`src/rtl/cnn_pkg.sv`:
```
// Shared CNN package: frame geometry, score width, comparator state enumeration
// and the most-negative score constant used to initialise running maxima.
package cnn_pkg;

  localparam int NUM_CLASSES = 10;
  localparam int DATA_BITS   = 12;
  localparam int IDX_BITS    = 4;

  typedef enum logic [1:0] {
    IDLE  = 2'd0,
    ACCUM = 2'd1,
    DONE  = 2'd2
  } state_t;

  localparam logic signed [DATA_BITS-1:0] SCORE_MIN = {1'b1, {(DATA_BITS-1){1'b0}}};

endpackage

```
`src/rtl/comparator.sv`:
```
// Argmax over NUM_CLASSES signed score beats; one-cycle valid_out after the last beat.
// COMPARATOR_MARGIN_EN adds a registered max-minus-second-max margin output.
module comparator
  import cnn_pkg::*;
#(
  parameter int NUM_CLASSES = cnn_pkg::NUM_CLASSES,
  parameter int DATA_BITS   = cnn_pkg::DATA_BITS
) (
  input  logic                 clk,
  input  logic                 rst_n,
  input  logic                 valid_in,
  input  logic [DATA_BITS-1:0] data_in,
  output logic [3:0]           decision,
  output logic                 valid_out,
  output logic                 busy
`ifdef COMPARATOR_MARGIN_EN
  ,
  output logic [DATA_BITS:0]   margin
`endif
);

  localparam logic [3:0] LAST_BEAT = 4'(NUM_CLASSES - 1);
  localparam logic signed [DATA_BITS:0] MIN_EXT = (DATA_BITS+1)'(SCORE_MIN);

  state_t state_q, state_d;
  logic [3:0] cnt_q, cnt_d;
  logic [3:0] idx_q, idx_d;
  logic [3:0] dec_q, dec_d;
  logic       vout_q, vout_d;
  logic signed [DATA_BITS:0] max_q, max_d;
  logic signed [DATA_BITS:0] din_ext;
  logic first_beat, last_beat;

  assign din_ext    = signed'({data_in[DATA_BITS-1], data_in});
  assign first_beat = (cnt_q == 4'd0);
  assign last_beat  = (cnt_q == LAST_BEAT);

`ifdef COMPARATOR_MARGIN_EN
  logic signed [DATA_BITS:0] sec_q, sec_d;
  logic [DATA_BITS:0]        marg_q, marg_d;
`endif

  always_comb begin
    state_d = state_q;
    cnt_d   = cnt_q;
    idx_d   = idx_q;
    max_d   = max_q;
    dec_d   = dec_q;
    vout_d  = 1'b0;
`ifdef COMPARATOR_MARGIN_EN
    sec_d   = sec_q;
    marg_d  = marg_q;
`endif
    if (state_q == DONE) state_d = IDLE;

    if (valid_in) begin
      // Beat 0 always reloads, so a beat landing in DONE starts the next frame cleanly.
      if (first_beat) begin
        max_d = din_ext;
        idx_d = 4'd0;
`ifdef COMPARATOR_MARGIN_EN
        sec_d = MIN_EXT;
`endif
      end else if (din_ext > max_q) begin
        max_d = din_ext;
        idx_d = cnt_q;
`ifdef COMPARATOR_MARGIN_EN
        sec_d = max_q;
      end else if (din_ext > sec_q) begin
        sec_d = din_ext;
`endif
      end

      if (last_beat) begin
        cnt_d   = 4'd0;
        state_d = DONE;
        dec_d   = idx_d;
        vout_d  = 1'b1;
`ifdef COMPARATOR_MARGIN_EN
        marg_d  = max_d - sec_d;
`endif
      end else begin
        cnt_d   = cnt_q + 4'd1;
        state_d = ACCUM;
      end
    end
  end

  always_ff @(posedge clk or negedge rst_n) begin
    if (!rst_n) begin
      state_q <= IDLE;
      cnt_q   <= 4'd0;
      idx_q   <= 4'd0;
      dec_q   <= 4'd0;
      vout_q  <= 1'b0;
      max_q   <= MIN_EXT;
    end else begin
      state_q <= state_d;
      cnt_q   <= cnt_d;
      idx_q   <= idx_d;
      dec_q   <= dec_d;
      vout_q  <= vout_d;
      max_q   <= max_d;
    end
  end

`ifdef COMPARATOR_MARGIN_EN
  always_ff @(posedge clk or negedge rst_n) begin
    if (!rst_n) begin
      sec_q  <= MIN_EXT;
      marg_q <= '0;
    end else begin
      sec_q  <= sec_d;
      marg_q <= marg_d;
    end
  end

  assign margin = marg_q;
`endif

  assign decision  = dec_q;
  assign valid_out = vout_q;
  assign busy      = (state_q == ACCUM);

endmodule

```
`config.mk`:
```
export PLATFORM = sky130hd
export DESIGN_NAME = comparator
export DESIGN_NICKNAME = d
export VERILOG_FILES = /design/src/rtl/cnn_pkg.sv /design/src/rtl/comparator.sv
export SDC_FILE = /design/constraint.sdc
export NUM_CORES = 1
export LEC_CHECK = 0
export BUFFER_PORTS_ARGS = -buffer_cell sky130_fd_sc_hd__clkbuf_2
export CAP_MARGIN = 20
export CELL_PAD_IN_SITES_DETAIL_PLACEMENT = 1
export CELL_PAD_IN_SITES_GLOBAL_PLACEMENT = 1
export CORE_ASPECT_RATIO = 0.75
export CORE_MARGIN = 4
export CORE_UTILIZATION = 48
export DETAILED_ROUTE_END_ITERATION = 8
export PLACE_DENSITY_LB_ADDON = 0.1
export SLEW_MARGIN = 20
export SYNTH_ARGS = -nofsm -noshare
export SYNTH_HDL_FRONTEND = slang
export SYNTH_SLANG_ARGS = --single-unit
export TNS_END_PERCENT = 5
```
`constraint.sdc`:
```
create_clock -name clk -period 3.9 [get_ports clk]
set_input_delay 0.39 -clock clk [delete_from_list [all_inputs] [get_ports clk]]
set_output_delay 0.39 -clock clk [all_outputs]
set_load 0.03 [all_outputs]
```
After elaboration in Yosys (flattened, before gate mapping)
Index checks and enable logic that the tools add are counted.
{"block": "word_totals", "word_cells": 26, "output_inout_bits": 6, "inputBits": 15, "ff_bits": 28}
{"block": "op_classes", "eq_ne": 3, "muxes": 10, "magnitude_cmp": 1, "reduce_logical": 5, "n_addsub": 1}
{"op": "13-bit two-way mux", "count": 2}
{"op": "12-bit by 13-bit greater-than comparator with 1-bit output", "count": 1}
{"op": "4-bit two-way mux", "count": 3}
{"op": "2-bit two-way mux", "count": 3}
{"op": "4-bit by 1-bit adder with 4-bit output (second input constant)", "count": 1}
{"op": "4-bit == test (second input constant)", "count": 1}
{"op": "4-bit zero test", "count": 1}
{"op": "2-bit AND reduction", "count": 2}
{"op": "2-bit nonzero test", "count": 2}
{"op": "2-bit by 1-bit == test with 1-bit output (second input constant)", "count": 1}
{"op": "2-bit == test (second input constant)", "count": 1}
{"op": "1-bit two-way mux", "count": 2}

Depth between registers and ports, before layout
Gate-level depths: netlist (run 1).
{"block": "logic_depth", "word_depth": 3, "ltp_mapped": 9}

Worst setup path before layout (run 1)
No wires, ideal clock.
{"block": "synth_timing", "path_kind": "reg2reg", "start": "reg max_q[11]", "end": "reg max_q[10]", "setup_time_ns": 0.125, "arrival_time_ns": 2.463, "stages_incl_launch_ff": 10, "slack_ns": 1.312, "path_buffers": 1, "path_cell_list": "dfstp_2 inv_1 ha_1 nand3_2 nor3_2 a2111o_1 or3b_4 nand3_4 buf_12 mux2_4"}
{"block": "synth_between", "elab_chain_cells": 3}
{"element": "from (decl)", "line_no": "comparator.sv:30", "source": "logic signed [DATA_BITS:0] max_q, max_d;"}
{"element": "from (signal assigned)", "line_no": "comparator.sv:103", "source": "max_q <= max_d;"}
{"element": "12-bit by 13-bit greater-than comparator with 1-bit output", "line_no": "comparator.sv:64", "source": "end else if (din_ext > max_q) begin"}
{"element": "2-bit nonzero test (no source line)"}
{"element": "2-bit AND reduction (no source line)"}
No other way between the ends.
A chain may end at the register's enable or synchronous reset.

Final worst setup path (run 1)
{"block": "layout_timing", "start": "reg max_q[11]", "end": "reg max_q[0]"}
Same word-level chain as after synthesis.

==> run metrics, run 1 <==
outcome=finished clean; fillers=329; worst setup margin=1.12 ns; Die Ht=55.8 µm; Routed WL per cell=15.5 µm; critical-path cell list=inv_1 > ha_1 > nand3_2 > nor3_2 > a2111o_1 > or3b_4 > nand3_4 > mux2_2; Hold Slack=0.136 ns; syn nets=155; port buffer count=20; RSZ-0062 raised after global routing=false; hold_buf cts=0; number of global-route vias before repair=1067; Ant. Diodes=0; Num CTS Buffers=3; ys flop type=dfrtp_1; Hold Crit Class=in2async; top cell type's share of synthesized area=44.5%; ranking of synthesized cells by area=dfrtp_1 45%, ha_1 10%, mux2_4 6.2%, inv_1 4.6%, mux2_2 4.6%; Finish-stage setup viols=0; Syn Inst Count=128; GPL Wtd Cong=0.776; fraction of layout cells with a size suffix above 1=28.7%; Critical Path Fanout Max=16; Core ar.=0.00294 mm²; Slew Limit Headroom=55.0%; initial drt markers=27; Worst setup SP type=flip-flop; Pre-Repair DR Iteration Count=4; Synth area leader=dfrtp_1; setup bufs post-CTS=0; Slew Limit Fails=0; Worst-Skew Late Latency=0.27 ns; Max VDD drop=0.370 mV; Clock H-tree levels=1; worst endpoint required time=4.06 ns; post-synthesis cell type count=37; die footprint=0.00400 mm²; Seq/Total Area, Yosys=46.3%; Max Root-Sink Buffers=2; period utilisation layout=71.2%; Post-layout nets=178; fmax=0.360 GHz; fin cells=188; Stages on worst setup path=8; CP Data Arrival Time=2.94 ns; Bufs and invs on worst path=1; Starting Density=49.8%; initial antenna violation count=0; PwrDens=831 mW/mm²; GRT Util Overall=16.1%; Max Cap Viol=0; pre-CTS WS=1.11 ns; DRT Wirelength=2910 µm; Rows=17; DRC viols=0; Crit Path Class=reg2reg; R2R cell count=8; Post-CTS Resized=0; post-layout util=55.2%; #FFs+latches synth=27; CTS tree=done; Final TNS setup=0 ns; CTS root buf=clkbuf_8; largest net degree at the start of global routing=28; Chip Width=71.7 µm; total power draw=1.35 mW; clock skew=0.00243 ns; # IOs=21; clk slew on worst S/H paths=0.09 ns; HPWL after DPL=2310 µm; Pleak=0.831 nW; DR vias=1036; mean post-synth cell area=11.4 µm²; number of flops mapped to enable cells by yosys=0; Slowest Stage Delay on Critical Path=0.54 ns; CP delay by family, top=simple AND/OR/NAND/NOR gates; slowest CP cell=dfstp_2; Synth warnings=0; first-pass GRT wire length=4960 µm; Clock Sink Count=27; area growth from synthesis to layout=10.9%; Slew @ Worst Pin=0.674 ns; Hold Fails Final Rpt=0; cell count after placement=184; DP Area=0.00158 mm²; Vias/cell=5.51; final antenna-violating net count=0; gr ovfl total=0; Final Cell Area=0.00162 mm²; Mapped Area=0.00146 mm²; Final min period=2.78 ns; ys async rst share=100%; CP endpoint kind=flip-flop
-- placed cells by master, fill, tap and decap left out, drive strengths merged, types with 2 or more instances in the layout --
master   count
o21ai        3
nand2       10
a21oi        5
or3          2
dfrtp       26
nor2b        2
inv         18
and2         2
mux2        12
nand4        2
a41o         2
nand3        4
clkbuf      24
nor2         6
a21o         2
ha          12
a2bb2oi      3
-- Yosys cell counts, drive strengths merged (3+ instances only) --
master / n
nor2: 6
ha: 12
o21ai: 3
nand2: 10
a21oi: 5
mux2: 12
a2bb2oi: 3
dfrtp: 26
nand3: 4
inv: 18
-- sequential cells by signal, indices dropped and copies added, names as in the netlist --
name / flops
max_q: 12
cnt_q: 4
decision: 4
idx_q: 4
state_q: 2
valid_out: 1
-- layer usage --
| layer | track usage [%] | wire, µm | part of all wire (%) |
|---|---|---|---|
| met1 | 21.5 | 1370 | 47 |
| met2 | 25.5 | 1320 | 45 |
| met3 | 3.97 | 180 | 6.2 |
| met4 | 5.09 | 40 | 1.4 |
| met5 | 0 | 0 | 0 |
-- power breakdown --
part / total [mW] / switching (mW) / internal, mW
Combinational: 0.676 / 0.358 / 0.318
Sequential: 0.512 / 0.0903 / 0.422
Clock: 0.159 / 0.0858 / 0.0733
-- layout make-up --
cell class              count  area (µm²)  area share, %
inverters                  18        67.6           4.17
multi-input cells          81         683           42.2
clock buffers               4        45.0           2.78
flip-flops and latches     27         677           41.8
well taps                  38        47.5           2.93
repair buffers             20         100           6.18
-- worst reg2reg max path: stages (launching register included) --
cell      delay (ns)
dfstp_2         0.54
inv_1           0.04
ha_1            0.37
nand3_2         0.15
nor3_2          0.06
a2111o_1        0.45
or3b_4          0.44
nand3_4         0.25
mux2_2          0.38
-- worst paths after layout --
kind / from / to / slack (ns)
worst max-delay path: max_q[11]$_DFFE_PN1P_ / max_q[0]$_DFFE_PN0P_ / 1.12
worst min-delay path: rst_n / max_q[6]$_DFFE_PN0P_ / 0.14
worst max register to register: max_q[11]$_DFFE_PN1P_ / max_q[0]$_DFFE_PN0P_ / 1.12
worst min register to register: max_q[1]$_DFFE_PN0P_ / max_q[1]$_DFFE_PN0P_ / 0.52
max in group asynchronous: rst_n / state_q[1]$_DFFE_PN0P_ / 3.34
min in group clk: data_in[5] / max_q[5]$_DFFE_PN0P_ / 0.36
-- cells by family (layout without fill, tap and decap cells) --
| group | Yosys count | after routing | share of synthesized area (%) |
|---|---|---|---|
| and+or+nand+nor | 32 | 32 | 12.8 |
| adders and majority gates | 12 | 12 | 10.3 |
| AOI/OAI and AO/OA | 23 | 23 | 11.7 |
| DFF | 27 | 27 | 46.3 |
| buffers and inverters | 20 | 42 | 6.93 |
| xor gates and xnor gates | 2 | 2 | 1.20 |
| muxes | 12 | 12 | 10.8 |
Power figures use the tool's default switching activity.
==> run 2: changes to the inputs <==
--- a/config.mk
+++ b/config.mk
@@ -11,7 +11,7 @@
 export CELL_PAD_IN_SITES_GLOBAL_PLACEMENT = 1
 export CORE_ASPECT_RATIO = 0.75
 export CORE_MARGIN = 4
-export CORE_UTILIZATION = 48
+export CORE_UTILIZATION = 40
 export DETAILED_ROUTE_END_ITERATION = 8
 export PLACE_DENSITY_LB_ADDON = 0.1
 export SLEW_MARGIN = 20
==> constraint.sdc (replaced) <==
create_clock -name clk -period 2.3 [get_ports clk]
set_input_delay 0.23 -clock clk [delete_from_list [all_inputs] [get_ports clk]]
set_output_delay 0.23 -clock clk [all_outputs]
set_load 0.03 [all_outputs]
==> run metrics, run 2 (synthesis results as in run 1) <==
fraction of layout cells with a size suffix above 1=39.0% (was 28.7%); reg2reg end=max_q[9]$_DFFE_PN0P_ (was max_q[0]$_DFFE_PN0P_); Hold Fails Final Rpt=0 (unchanged); Hold Path Depth=2; Critical Path Fanout Max=7 (was 16); clk slew on worst S/H paths=0.09 ns (about the same); cell count after placement=202 (was 184); DRC viols=0 (unchanged); Crit Path Class=reg2reg (unchanged); commonest non-fill, non-tap cells in the layout=26 x dfrtp_1, 20 x clkbuf_2, 16 x inv_1, 10 x nand2_1, 10 x ha_1 (was 26 x dfrtp_1, 20 x clkbuf_2, 18 x inv_1, 12 x ha_1, 10 x nand2_1); port buffer count=20 (unchanged); CTS root buf=clkbuf_8 (unchanged); Num CTS Buffers=3 (unchanged); GRT Util Overall=16.2% (was 16.1%); end of the worst hold path=max_q[0]$_DFFE_PN0P_; fillers=369 (was 329); PwrDens=1450 mW/mm² (was 831 mW/mm²); HPWL after DPL=2470 µm (was 2310 µm); worst setup margin=-0.108 ns (was 1.12 ns); register name with the most flops=max_q (unchanged); clock skew=0.00482 ns (was 0.00243 ns); # IOs=21 (unchanged); outcome=finished, violations left (was finished clean); failing checks=negative setup slack; commonest non-fill, non-tap cell in the layout=dfrtp_1 (unchanged); final antenna-violating net count=0 (unchanged); area growth from synthesis to layout=23.9% (was 10.9%); max reg flops=12 (unchanged); R2R cell count=9 (was 8); hold path start=data_in[0]; fin cells=209 (was 188); Pleak=0.896 nW (was 0.831 nW); first-pass GRT wire length=5700 µm (was 4960 µm); CP endpoint kind=flip-flop (unchanged); Rows=18 (was 17); Finish-stage setup viols=15 (was 0); gr ovfl total=0 (unchanged); initial antenna violation count=0 (unchanged); Worst setup SP type=flip-flop (unchanged); pre-CTS WS=-0.163 ns (was 1.11 ns); Reg2Reg Launch Point=max_q[11]$_DFFE_PN1P_ (unchanged); Clock Sink Count=27 (unchanged); Slew @ Worst Pin=0.674 ns (about the same); Slew Limit Headroom=55.1% (was 55.0%); Vias/cell=5.02 (was 5.51); period utilisation layout=105% (was 71.2%); Slew Limit Fails=0 (unchanged); DRT Wirelength=3300 µm (was 2910 µm); Ant. Diodes=0 (unchanged); Worst-Skew Late Latency=0.28 ns (was 0.27 ns); Core ar.=0.00340 mm² (was 0.00294 mm²); Max Root-Sink Buffers=2 (unchanged); RSZ-0062 raised after global routing=true (was false); Pre-Repair DR Iteration Count=4 (unchanged); Post-layout nets=187 (was 178); R2R Setup Slk=-0.11 ns (was 1.12 ns); Max VDD drop=0.574 mV (was 0.370 mV); Final min period=2.41 ns (was 2.78 ns); initial drt markers=27 (unchanged); DR vias=1049 (was 1036); Clock H-tree levels=1 (unchanged); number of global-route vias before repair=1149 (was 1067); die footprint=0.00469 mm² (was 0.00400 mm²); Max Cap Viol=0 (unchanged); worst endpoint required time=2.47 ns (was 4.06 ns); Die Ht=60.3 µm (was 55.8 µm); Hold Crit Class=in2reg (was in2async); Final TNS setup=-1.26 ns (was 0 ns); GPL Wtd Cong=0.766 (was 0.776); fmax=0.415 GHz (was 0.360 GHz); CP Data Arrival Time=2.58 ns (was 2.94 ns); Chip Width=77.8 µm (was 71.7 µm); Routed WL per cell=15.8 µm (was 15.5 µm); Starting Density=43.0% (was 49.8%); largest net degree at the start of global routing=28 (unchanged); CTS tree=done (unchanged)
-- run 2: cell type report --
cell class                      instances  area, µm²  share of cell area, %
Multi-Input combinational cell         82        774                   42.8
Sequential cell                        27        677                   37.4
Timing Repair Buffer                   28        183                   10.1
Inverter                               18       67.6                   3.73
Tap cell                               50       62.6                   3.46
Clock buffer                            3       41.3                   2.28
Clock inverter                          1       5.00                  0.276
-- run 2: power breakdown --
part / internal (mW) / total, mW / leakage (nW) / switching (mW)
registers: 0.715 / 0.874 / 0.320 / 0.159
clock network: 0.122 / 0.274 / 0.0255 / 0.152
logic: 0.747 / 1.48 / 0.550 / 0.728
total: 1.58 / 2.62 / 0.896 / 1.04
-- run 2: per-stage QoR --
stage	utilization, %	total power, mW	hold slack [ns]	area (µm²)
2_1_floorplan	-	1.84	-0.0656	1490
3_5_place_dp	49.4	2.21	0.311	1680
4_1_cts	52.6	2.60	0.187	1790
3_3_place_gp	49.4	2.14	0.295	1680
6_report	53.2	2.62	0.194	1810
5_1_grt	53.2	2.84	0.195	1810
-- run 2: how the worst max path moves through the flow --
| stage | start | to | slack [ns] | depth (start not counted) |
|---|---|---|---|---|
| 3_5_place_dp | max_q[11]$_DFFE_PN1P_ | max_q[3]$_DFFE_PN0P_ | -0.16 | 8 |
| 4_1_cts | max_q[11]$_DFFE_PN1P_ | max_q[3]$_DFFE_PN0P_ | -0.12 | 8 |
| 3_3_place_gp | max_q[10]$_DFFE_PN0P_ | max_q[4]$_DFFE_PN0P_ | -0.10 | 7 |
| 2_1_floorplan | max_q[11]$_DFFE_PN1P_ | max_q[10]$_DFFE_PN0P_ | -0.11 | 9 |
| 5_1_grt | max_q[11]$_DFFE_PN1P_ | max_q[9]$_DFFE_PN0P_ | -0.19 | 9 |
| 6_report | max_q[11]$_DFFE_PN1P_ | max_q[9]$_DFFE_PN0P_ | -0.11 | 9 |
-- run 2: repair_timing --
item / in CTS / in global routing
gates cloned: 1 / 0
hold buffers: 1 / 0
setup endpoints to repair: 16 / 20
resized for setup: 6 / 6
hold endpoints to repair: 4 / 0
pin swaps: 0 / 9
setup buffers: 0 / 1
-- run 2: worst max-delay path: stages (launching register included) --
cell	delay, ns
dfstp_2	0.55
inv_2	0.04
ha_4	0.22
nand3_4	0.09
nor3_2	0.05
a2111o_1	0.39
buf_6	0.14
o2111ai_4	0.29
nand3_4	0.19
mux2_4	0.33
-- run 2: metal layers --
metal  vias up  part of all wire (%)  GRT usage [%]
met5         -                     0              0
li1        513                     -              -
met1       511                    46           20.8
met4         0                   1.7           6.09
met3         4                   4.8           4.30
met2        21                    47           27.0
